## src/rtl/cdb_arbiter_if.sv

```systemverilog
// Functional-unit result ports and CDB broadcast port of the CDB arbiter.
// slave is the arbiter side; master is the side that drives the units and CDB consumers.
interface cdb_arbiter_if #(
  parameter int N_FU              = 3,
  parameter int BW_PROCESSOR_DATA = 32,
  parameter int BW_TAG            = 4
);
  logic [N_FU-1:0]                   i_fu_valid;
  logic [N_FU-1:0]                   o_fu_ready;
  logic [N_FU*BW_TAG-1:0]            i_fu_tag_flatten;
  logic [N_FU*BW_PROCESSOR_DATA-1:0] i_fu_wdata_flatten;
  logic                              o_cdb_valid;
  logic                              i_cdb_ready;
  logic [BW_TAG-1:0]                 o_cdb_tag;
  logic signed [BW_PROCESSOR_DATA-1:0] o_cdb_wdata;
  logic [N_FU-1:0]                   o_cdb_src;

  modport slave (
    input  i_fu_valid, i_fu_tag_flatten, i_fu_wdata_flatten, i_cdb_ready,
    output o_fu_ready, o_cdb_valid, o_cdb_tag, o_cdb_wdata, o_cdb_src
  );

  modport master (
    output i_fu_valid, i_fu_tag_flatten, i_fu_wdata_flatten, i_cdb_ready,
    input  o_fu_ready, o_cdb_valid, o_cdb_tag, o_cdb_wdata, o_cdb_src
  );
endinterface

```

## src/rtl/cdb_arbiter.sv

```systemverilog
// Round-robin arbiter granting one functional unit per cycle onto the CDB.
// The winning result goes into a one-entry output stage that can drain and reload in the same cycle.
module cdb_arbiter #(
  parameter int N_FU              = 3,
  parameter int BW_PROCESSOR_DATA = 32,
  parameter int BW_TAG            = 4
) (
  input logic clk,
  input logic rst,
  cdb_arbiter_if.slave bus
);
  localparam int PTR_W = (N_FU > 1) ? $clog2(N_FU) : 1;

  logic                                cdb_valid_q, cdb_valid_d;
  logic [BW_TAG-1:0]                   cdb_tag_q, cdb_tag_d;
  logic signed [BW_PROCESSOR_DATA-1:0] cdb_wdata_q, cdb_wdata_d;
  logic [N_FU-1:0]                     cdb_src_q, cdb_src_d;
  logic [PTR_W-1:0]                    ptr_q, ptr_d;

  logic              load_en;
  logic              grant_found;
  logic [PTR_W-1:0]  grant_idx;
  logic [N_FU-1:0]   fu_ready;

  // Scan from the highest offset down so the nearest requester after ptr wins.
  always_comb begin
    load_en     = !cdb_valid_q || bus.i_cdb_ready;
    grant_found = 1'b0;
    grant_idx   = '0;
    for (int i = N_FU - 1; i >= 0; i--) begin
      int sum;
      sum = int'(ptr_q) + i;
      if (sum >= N_FU) sum = sum - N_FU;
      if (bus.i_fu_valid[sum]) begin
        grant_found = 1'b1;
        grant_idx   = PTR_W'(sum);
      end
    end
    fu_ready = '0;
    if (load_en && grant_found && !rst) fu_ready[grant_idx] = 1'b1;
  end

  always_comb begin
    cdb_valid_d = cdb_valid_q;
    cdb_tag_d   = cdb_tag_q;
    cdb_wdata_d = cdb_wdata_q;
    cdb_src_d   = cdb_src_q;
    ptr_d       = ptr_q;
    if (load_en) begin
      if (grant_found) begin
        cdb_valid_d = 1'b1;
        cdb_tag_d   = bus.i_fu_tag_flatten[int'(grant_idx)*BW_TAG +: BW_TAG];
        cdb_wdata_d = bus.i_fu_wdata_flatten[int'(grant_idx)*BW_PROCESSOR_DATA +: BW_PROCESSOR_DATA];
        cdb_src_d   = fu_ready;
        ptr_d       = (grant_idx == PTR_W'(N_FU - 1)) ? '0 : grant_idx + 1'b1;
      end else begin
        cdb_valid_d = 1'b0;
      end
    end
  end

  always_ff @(posedge clk) begin
    if (rst) begin
      cdb_valid_q <= 1'b0;
      cdb_tag_q   <= '0;
      cdb_wdata_q <= '0;
      cdb_src_q   <= '0;
      ptr_q       <= '0;
    end else begin
      cdb_valid_q <= cdb_valid_d;
      cdb_tag_q   <= cdb_tag_d;
      cdb_wdata_q <= cdb_wdata_d;
      cdb_src_q   <= cdb_src_d;
      ptr_q       <= ptr_d;
    end
  end

  assign bus.o_fu_ready  = fu_ready;
  assign bus.o_cdb_valid = cdb_valid_q;
  assign bus.o_cdb_tag   = cdb_tag_q;
  assign bus.o_cdb_wdata = cdb_wdata_q;
  assign bus.o_cdb_src   = cdb_src_q;
endmodule

```

## src/flat_wrapper.sv

```systemverilog
// flat-port wrapper written by rule: the top's interface ports become plain ports
module cdb_arbiter_flat 
#(
  parameter int N_FU              = 3,
  parameter int BW_PROCESSOR_DATA = 32,
  parameter int BW_TAG            = 4
)
  (clk, rst, bus_i_fu_valid, bus_i_fu_tag_flatten, bus_i_fu_wdata_flatten, bus_i_cdb_ready, bus_o_fu_ready, bus_o_cdb_valid, bus_o_cdb_tag, bus_o_cdb_wdata, bus_o_cdb_src);
  cdb_arbiter_if #(.N_FU(N_FU), .BW_PROCESSOR_DATA(BW_PROCESSOR_DATA), .BW_TAG(BW_TAG)) bus_i ();
  input logic clk;
  input logic rst;
  input wire logic [$bits(bus_i.i_fu_valid)-1:0] bus_i_fu_valid;
  input wire logic [$bits(bus_i.i_fu_tag_flatten)-1:0] bus_i_fu_tag_flatten;
  input wire logic [$bits(bus_i.i_fu_wdata_flatten)-1:0] bus_i_fu_wdata_flatten;
  input wire logic [$bits(bus_i.i_cdb_ready)-1:0] bus_i_cdb_ready;
  output wire logic [$bits(bus_i.o_fu_ready)-1:0] bus_o_fu_ready;
  output wire logic [$bits(bus_i.o_cdb_valid)-1:0] bus_o_cdb_valid;
  output wire logic [$bits(bus_i.o_cdb_tag)-1:0] bus_o_cdb_tag;
  output wire logic [$bits(bus_i.o_cdb_wdata)-1:0] bus_o_cdb_wdata;
  output wire logic [$bits(bus_i.o_cdb_src)-1:0] bus_o_cdb_src;
  assign bus_i.i_fu_valid = bus_i_fu_valid;
  assign bus_i.i_fu_tag_flatten = bus_i_fu_tag_flatten;
  assign bus_i.i_fu_wdata_flatten = bus_i_fu_wdata_flatten;
  assign bus_i.i_cdb_ready = bus_i_cdb_ready;
  assign bus_o_fu_ready = bus_i.o_fu_ready;
  assign bus_o_cdb_valid = bus_i.o_cdb_valid;
  assign bus_o_cdb_tag = bus_i.o_cdb_tag;
  assign bus_o_cdb_wdata = bus_i.o_cdb_wdata;
  assign bus_o_cdb_src = bus_i.o_cdb_src;
  cdb_arbiter #(.N_FU(N_FU), .BW_PROCESSOR_DATA(BW_PROCESSOR_DATA), .BW_TAG(BW_TAG)) u_core (.clk(clk), .rst(rst), .bus(bus_i));
endmodule
```

## config.mk

```make
export PLATFORM = sky130hd
export DESIGN_NAME = cdb_arbiter_flat
export DESIGN_NICKNAME = d
export VERILOG_FILES = /design/src/rtl/cdb_arbiter_if.sv /design/src/rtl/cdb_arbiter.sv /design/src/flat_wrapper.sv
export SDC_FILE = /design/constraint.sdc
export NUM_CORES = 1
export LEC_CHECK = 0
export CORE_ASPECT_RATIO = 2
export CORE_UTILIZATION = 44
export CTS_BUF_LIST = sky130_fd_sc_hd__clkbuf_16
export CTS_CLUSTER_DIAMETER = 50
export DETAILED_ROUTE_END_ITERATION = 6
export MAX_ROUTING_LAYER = met4
export PLACE_DENSITY = 0.95
export RECOVER_POWER = 50
export SLEW_MARGIN = 10
export SYNTH_ARGS = -nofsm -noshare
export SYNTH_HDL_FRONTEND = slang
export SYNTH_SLANG_ARGS = --single-unit
export TNS_END_PERCENT = 10
```

## constraint.sdc

```tcl
create_clock -name clk -period 5.2 [get_ports clk]
set_input_delay 1.04 -clock clk [delete_from_list [all_inputs] [get_ports clk]]
set_output_delay 1.04 -clock clk [all_outputs]
set_load 0.05 [all_outputs]
```

==> results of run 1 <==
how the worst min path moves through the flow:
stage	startpoint	to	slack, ps	cells after the start
floorplan	u_core.ptr_q[1]	u_core.ptr_q[1]	490	1
global placement	u_core.bus.o_cdb_src[0]	u_core.bus.o_cdb_src[0]	440	1
detailed placement	u_core.bus.o_cdb_src[0]	u_core.bus.o_cdb_src[0]	440	1
CTS	u_core.bus.o_cdb_src[0]	u_core.bus.o_cdb_src[0]	460	1
global route	u_core.bus.o_cdb_src[0]	u_core.bus.o_cdb_src[0]	470	1
finish	u_core.bus.o_cdb_src[0]	u_core.bus.o_cdb_src[0]	450	1
where the power goes:
group / internal, mW / leakage, nW / total (mW) / switching, mW
Combinational: 0.861 / 1.39 / 2.26 / 1.40
Sequential: 0.485 / 0.347 / 0.574 / 0.0890
Clock: 0.173 / 0.0663 / 0.296 / 0.123
Total: 1.52 / 1.80 / 3.13 / 1.61
through the flow:
step	setup WS (ps)	hold slack, ps	utilization
floorplan	1260	492	-
global placement	612	439	0.666
detailed placement	596	444	0.666
CTS	564	458	0.686
global route	267	467	0.686
finish	484	447	0.686
registers in the layout, indices dropped and copies added, names as in the netlist:
register                count
u_core.bus.o_cdb_src        3
u_core.ptr_q                2
u_core.bus.o_cdb_tag        4
u_core.bus.o_cdb_valid      1
u_core.bus.o_cdb_wdata     32
cell type report:
class	instances	area share
sequential	42	0.177
multi-input combinational	236	0.426
clock buffer	5	0.0263
clock inverter	3	0.00237
tap	90	0.0237
inverter	5	0.00394
timing repair buffer	161	0.341
cell usage after synthesis (2+ instances only):
master | count | share of area
sky130_fd_sc_hd__dfxtp_1 | 42 | 0.27
sky130_fd_sc_hd__nand2_1 | 40 | 0.048
sky130_fd_sc_hd__mux2i_1 | 39 | 0.12
sky130_fd_sc_hd__a22o_1 | 38 | 0.11
sky130_fd_sc_hd__a22oi_1 | 37 | 0.088
sky130_fd_sc_hd__o221ai_2 | 30 | 0.14
sky130_fd_sc_hd__buf_6 | 12 | 0.043
sky130_fd_sc_hd__clkbuf_1 | 10 | 0.012
sky130_fd_sc_hd__nand2b_1 | 6 | 0.012
sky130_fd_sc_hd__o221ai_1 | 6 | 0.017
sky130_fd_sc_hd__buf_8 | 5 | 0.024
sky130_fd_sc_hd__inv_1 | 5 | 0.0059
sky130_fd_sc_hd__a21oi_1 | 4 | 0.0063
sky130_fd_sc_hd__buf_2 | 4 | 0.0063
sky130_fd_sc_hd__ha_1 | 4 | 0.016
sky130_fd_sc_hd__and2_1 | 3 | 0.0059
sky130_fd_sc_hd__buf_4 | 3 | 0.0071
sky130_fd_sc_hd__nand3_1 | 2 | 0.0032
sky130_fd_sc_hd__nor2_1 | 2 | 0.0024
sky130_fd_sc_hd__nor2b_1 | 2 | 0.0040
sky130_fd_sc_hd__nor3_1 | 2 | 0.0032
sky130_fd_sc_hd__o21a_1 | 2 | 0.0048
sky130_fd_sc_hd__o21ai_1 | 2 | 0.0032
logic make-up (layout without fill, tap and decap cells):
group                    after synthesis  after routing  synth area share
AO/OA/AOI/OAI                        131            131             0.402
AND/OR/NAND/NOR                       62             62            0.0939
flip-flops                            42             42             0.266
multiplexers                          39             39             0.124
buffers and inverters                 39            174            0.0979
adder cells (fa/ha/maj)                4              4            0.0159
routing by layer:
metal / vias to the layer above / wire (um) / GRT usage
li1: 1534 / - / -
met1: 1575 / 3320 / 0.243
met2: 161 / 5640 / 0.502
met3: 37 / 548 / 0.0563
met4: 0 / 503 / 0.160
met5: - / 0 / -
==> impl_metrics.yaml, run 1 <==
status:
  run_status: "finished clean"
clock_network:
  ctsResizeCount: 0
  tritoncts: "yes"
  cts_inserted_buffers: 5
  postCtsSetupBuffers: 0
  cts-htree-levels: 2
  clk_root_buffer_cell: "sky130_fd_sc_hd__clkbuf_16"
  insertion_delay_ps: 280
  cts.path.max_buffers: 2
  numClockSinks: 42
  holdBufCountCts: 0
  clkTransAtPathRegs_ps: 60
worst_setup_path:
  crit_path_end: "bus_o_fu_ready[1]"
  arrival_ps: 3680
  criticalPathCategory: "in -> out"
  timing.critical_path.depth: 7
  worst_r2r_endpoint: "u_core.bus.o_cdb_wdata[2]"
  ff2ff_path_depth: 10
  timing.critical_path.from: "bus_i_fu_valid[1]"
  crit_family: "buffers and inverters"
  crit_path_start_kind: "input pin"
  worstSetupEndpointType: "output port"
  worstPathRequired_ps: 4160
  crit_chain: "dlygate4sd3_1 > nand2b_1 > o32a_1 > o31ai_1 > a22oi_1 > nor3_1 > clkdlybuf4s50_1"
  timing.rr.start: "u_core.ptr_q[0]"
  crit_path_max_incr_delay_ps: 850
  r2r_setup_slack_ps: 1380
  slowest_stage: "sky130_fd_sc_hd__clkdlybuf4s50_1"
  critical_path.n_buffers_inverters: 2
  critPathMaxFanout: 8
cells_and_area:
  layout.cells.most_common_list: "114 x sky130_fd_sc_hd__clkdlybuf4s50_1, 42 x sky130_fd_sc_hd__dfxtp_1, 41 x sky130_fd_sc_hd__dlygate4sd3_1, 40 x sky130_fd_sc_hd__nand2_1, 39 x sky130_fd_sc_hd__mux2i_1"
  final_design_area_no_fill_sq_um: 4760
  finalNonFillerCells: 542
  final-seq-area_sq_um: 841
  area_growth_pct: 50.8
  multi_input_area_sq_um: 2030
  layout-drive-gt1-share: 0.113
  most_common_cell_after_layout_fill_and_taps_aside: "sky130_fd_sc_hd__clkdlybuf4s50_1"
  fill_cells: 530
  fin_nets: 569
  antenna-diode-count: 0
power:
  vdd_ir_drop_max_mv: 0.336
  powerDensity_nw_per_um2: 657
  power_total_mw: 3.13
  power.static_leakage_nw: 1.80
floorplan:
  core_sq_um: 6940
  die_y_um: 122
  die_area_sq_um: 7540
  initial_core_util: 0.455
  die-width_um: 61.9
  io-pin-count: 157
  floorplan.rows: 43
synth:
  synth_seq_cells: 42
  yosysUniqueCellTypes: 40
  yosysSeqAreaShare: 0.266
  synthCells: 317
  synth.yosys.warnings: 0
  post_synth.cell_area_avg_sq_um: 9.96
  synth_enable_flop_cells: 0
  syn_area_sq_um: 3160
  synth_nets: 435
  synth_flop_cell: "sky130_fd_sc_hd__dfxtp_1"
  asyncSetResetFlopFracSynth: 0
placement:
  placed_cells_incl_taps: 534
  port_buffers: 156
  placed_cell_area_sq_um: 4620
  finalWeightedCongestion: 0.903
  dp_hpwl_um: 7270
global_routing:
  initial_antenna_violation_count: 0
  grt.overflow.total: 0
  grt_pass1_vias: 3359
  grt_pass1_wl_um: 15100
  grt_start_max_net_pins: 76
  globalRouteTotalUtil: 0.275
sta:
  finalSetupTns_ps: 0
  fmaxAchievable_mhz: 212
  finalClockSkew_ps: 4.68
  grt_setup_unrepaired: "no"
  tightest_slew_ps: 1080
  report.final.hold_viol_count: 0
  fin_crit_sh: 0.907
  timing.final.max_slew_violations: 0
  worst_slew_margin_rel: 0.281
  finalWorstPathRequiredPeriod_ps: 4720
  setup-violations-final: 0
drt:
  drc: 0
  detail_route.wirelength_um: 10000
  viasPerCell: 6.10
  antenna_violation_net_count_after_detailed_routing: 0
  first_pass_iters: 5
  wl_per_cell_um: 18.5
  drt-initial-drc-count: 237
  dr_total_vias: 3307
flow_run:
  cap_viol_max_count: 0
worst_hold_path:
  path_category_of_the_worst_min_delay_check: "reg -> reg"
Power figures use the tool's default switching activity.
==> run 2: changes to the inputs <==
--- a/config.mk
+++ b/config.mk
@@ -5,13 +5,14 @@
 export SDC_FILE = /design/constraint.sdc
 export NUM_CORES = 1
 export LEC_CHECK = 0
+export ABC_AREA = 0
 export CORE_ASPECT_RATIO = 2
-export CORE_UTILIZATION = 44
+export CORE_UTILIZATION = 37
 export CTS_BUF_LIST = sky130_fd_sc_hd__clkbuf_16
 export CTS_CLUSTER_DIAMETER = 50
 export DETAILED_ROUTE_END_ITERATION = 6
 export MAX_ROUTING_LAYER = met4
-export PLACE_DENSITY = 0.95
+export PLACE_DENSITY = 0.88
 export RECOVER_POWER = 50
 export SLEW_MARGIN = 10
 export SYNTH_ARGS = -nofsm -noshare
==> constraint.sdc (replaced) <==
create_clock -name clk -period 4 [get_ports clk]
set_input_delay 0.8 -clock clk [delete_from_list [all_inputs] [get_ports clk]]
set_output_delay 0.8 -clock clk [all_outputs]
set_load 0.05 [all_outputs]
==> impl_metrics.yaml, run 2 (synthesis results as in run 1) <==
status:
  run_status: "finished clean"
drt:
  drc: 0
  viasPerCell: 5.93
  detail_route.wirelength_um: 10200
  wl_per_cell_um: 18.3
  drt-initial-drc-count: 129
  first_pass_iters: 4
  dr_total_vias: 3286
  antenna_violation_net_count_after_detailed_routing: 0
cells_and_area:
  antenna-diode-count: 0
  largest_reg_flops: 32
  layout.cells.most_common_list: "113 x sky130_fd_sc_hd__clkdlybuf4s50_1, 42 x sky130_fd_sc_hd__dfxtp_1, 40 x sky130_fd_sc_hd__nand2_1, 40 x sky130_fd_sc_hd__dlygate4sd3_1, 39 x sky130_fd_sc_hd__mux2i_1"
  fin_nets: 573
  area_growth_pct: 52.1
  layout-drive-gt1-share: 0.127
  most_common_cell_after_layout_fill_and_taps_aside: "sky130_fd_sc_hd__clkdlybuf4s50_1"
  finalNonFillerCells: 554
  final_design_area_no_fill_sq_um: 4800
worst_setup_path:
  worstPathRequired_ps: 3200
  criticalPathCategory: "in -> out"
  worstSetupEndpointType: "output port"
  arrival_ps: 3050
  crit_path_start_kind: "input pin"
  critPathMaxFanout: 37
global_routing:
  grt_pass1_vias: 3468
  grt.overflow.total: 0
  grt_pass1_wl_um: 15800
  globalRouteTotalUtil: 0.237
  grt_start_max_net_pins: 38
  initial_antenna_violation_count: 0
worst_hold_path:
  path_category_of_the_worst_min_delay_check: "reg -> reg"
power:
  powerDensity_nw_per_um2: 854
  vdd_ir_drop_max_mv: 0.391
  power.static_leakage_nw: 1.83
placement:
  placed_cell_area_sq_um: 4660
  dp_hpwl_um: 7730
  placed_cells_incl_taps: 546
  port_buffers: 156
  finalWeightedCongestion: 0.831
floorplan:
  io-pin-count: 157
  floorplan.rows: 47
  core_sq_um: 8290
  die-width_um: 67.3
  die_y_um: 133
  initial_core_util: 0.381
  die_area_sq_um: 8930
clock_network:
  postCtsSetupBuffers: 0
  cts.path.max_buffers: 2
  tritoncts: "yes"
  holdBufCountCts: 0
  ctsResizeCount: 0
  numClockSinks: 42
  clk_root_buffer_cell: "sky130_fd_sc_hd__clkbuf_16"
  clkTransAtPathRegs_ps: 60
  cts-htree-levels: 2
  cts_inserted_buffers: 5
  insertion_delay_ps: 280
sta:
  fin_crit_sh: 0.963
  setup-violations-final: 0
  finalWorstPathRequiredPeriod_ps: 3850
  timing.final.max_slew_violations: 0
  grt_setup_unrepaired: "no"
  finalSetupTns_ps: 0
  finalClockSkew_ps: 10.7
  tightest_slew_ps: 830
  report.final.hold_viol_count: 0
  worst_slew_margin_rel: 0.445
  fmaxAchievable_mhz: 260
flow_run:
  cap_viol_max_count: 0
run 2: worst max-delay path, cell delays in order:
cell	delay [ps]
sky130_fd_sc_hd__clkdlybuf4s50_1	620
sky130_fd_sc_hd__mux2i_1	190
sky130_fd_sc_hd__o21ai_2	220
sky130_fd_sc_hd__a21oi_4	80
sky130_fd_sc_hd__nor2_4	660
sky130_fd_sc_hd__and2_1	300
sky130_fd_sc_hd__buf_12	150
run 2: worst paths after layout:
check                     startpoint                   endpoint  slack (ps)  cells after the start
max                bus_i_fu_valid[1]          bus_o_fu_ready[2]         150                      7
min          u_core.bus.o_cdb_src[0]    u_core.bus.o_cdb_src[0]         440                      1
max reg2reg          u_core.ptr_q[0]  u_core.bus.o_cdb_wdata[2]        1260                      9
min reg2reg  u_core.bus.o_cdb_src[0]    u_core.bus.o_cdb_src[0]         440                      1
run 2: power by group:
part	switching [mW]	total [mW]	internal (mW)
combinational	1.85	2.98	1.13
clock	0.151	0.376	0.225
sequential	0.111	0.741	0.630
run 2: metal layers:
| metal | vias up | part of all wire | GRT usage |
|---|---|---|---|
| met4 | 0 | 0.041 | 0.128 |
| met1 | 1598 | 0.36 | 0.226 |
| met5 | - | 0 | - |
| li1 | 1537 | - | - |
| met2 | 123 | 0.57 | 0.437 |
| met3 | 28 | 0.036 | 0.0233 |
run 2: final cells by class:
type                            count  area, sq um
Timing Repair Buffer              165         1650
Clock inverter                      3         12.5
Multi-Input combinational cell    236         2030
Clock buffer                        5          125
Sequential cell                    42          841
Inverter                            5         18.8
Fill cell                         712         3490
Tap cell                           98          123
run 2: through the flow:
step	util	setup slack, ps	power [mW]	hold slack, ps
6_report	0.579	149	4.10	442
5_1_grt	0.579	40.9	4.31	463
3_3_place_gp	0.562	233	3.74	442
2_1_floorplan	-	543	3.08	492
3_5_place_dp	0.562	146	3.81	439
4_1_cts	0.579	140	4.20	453
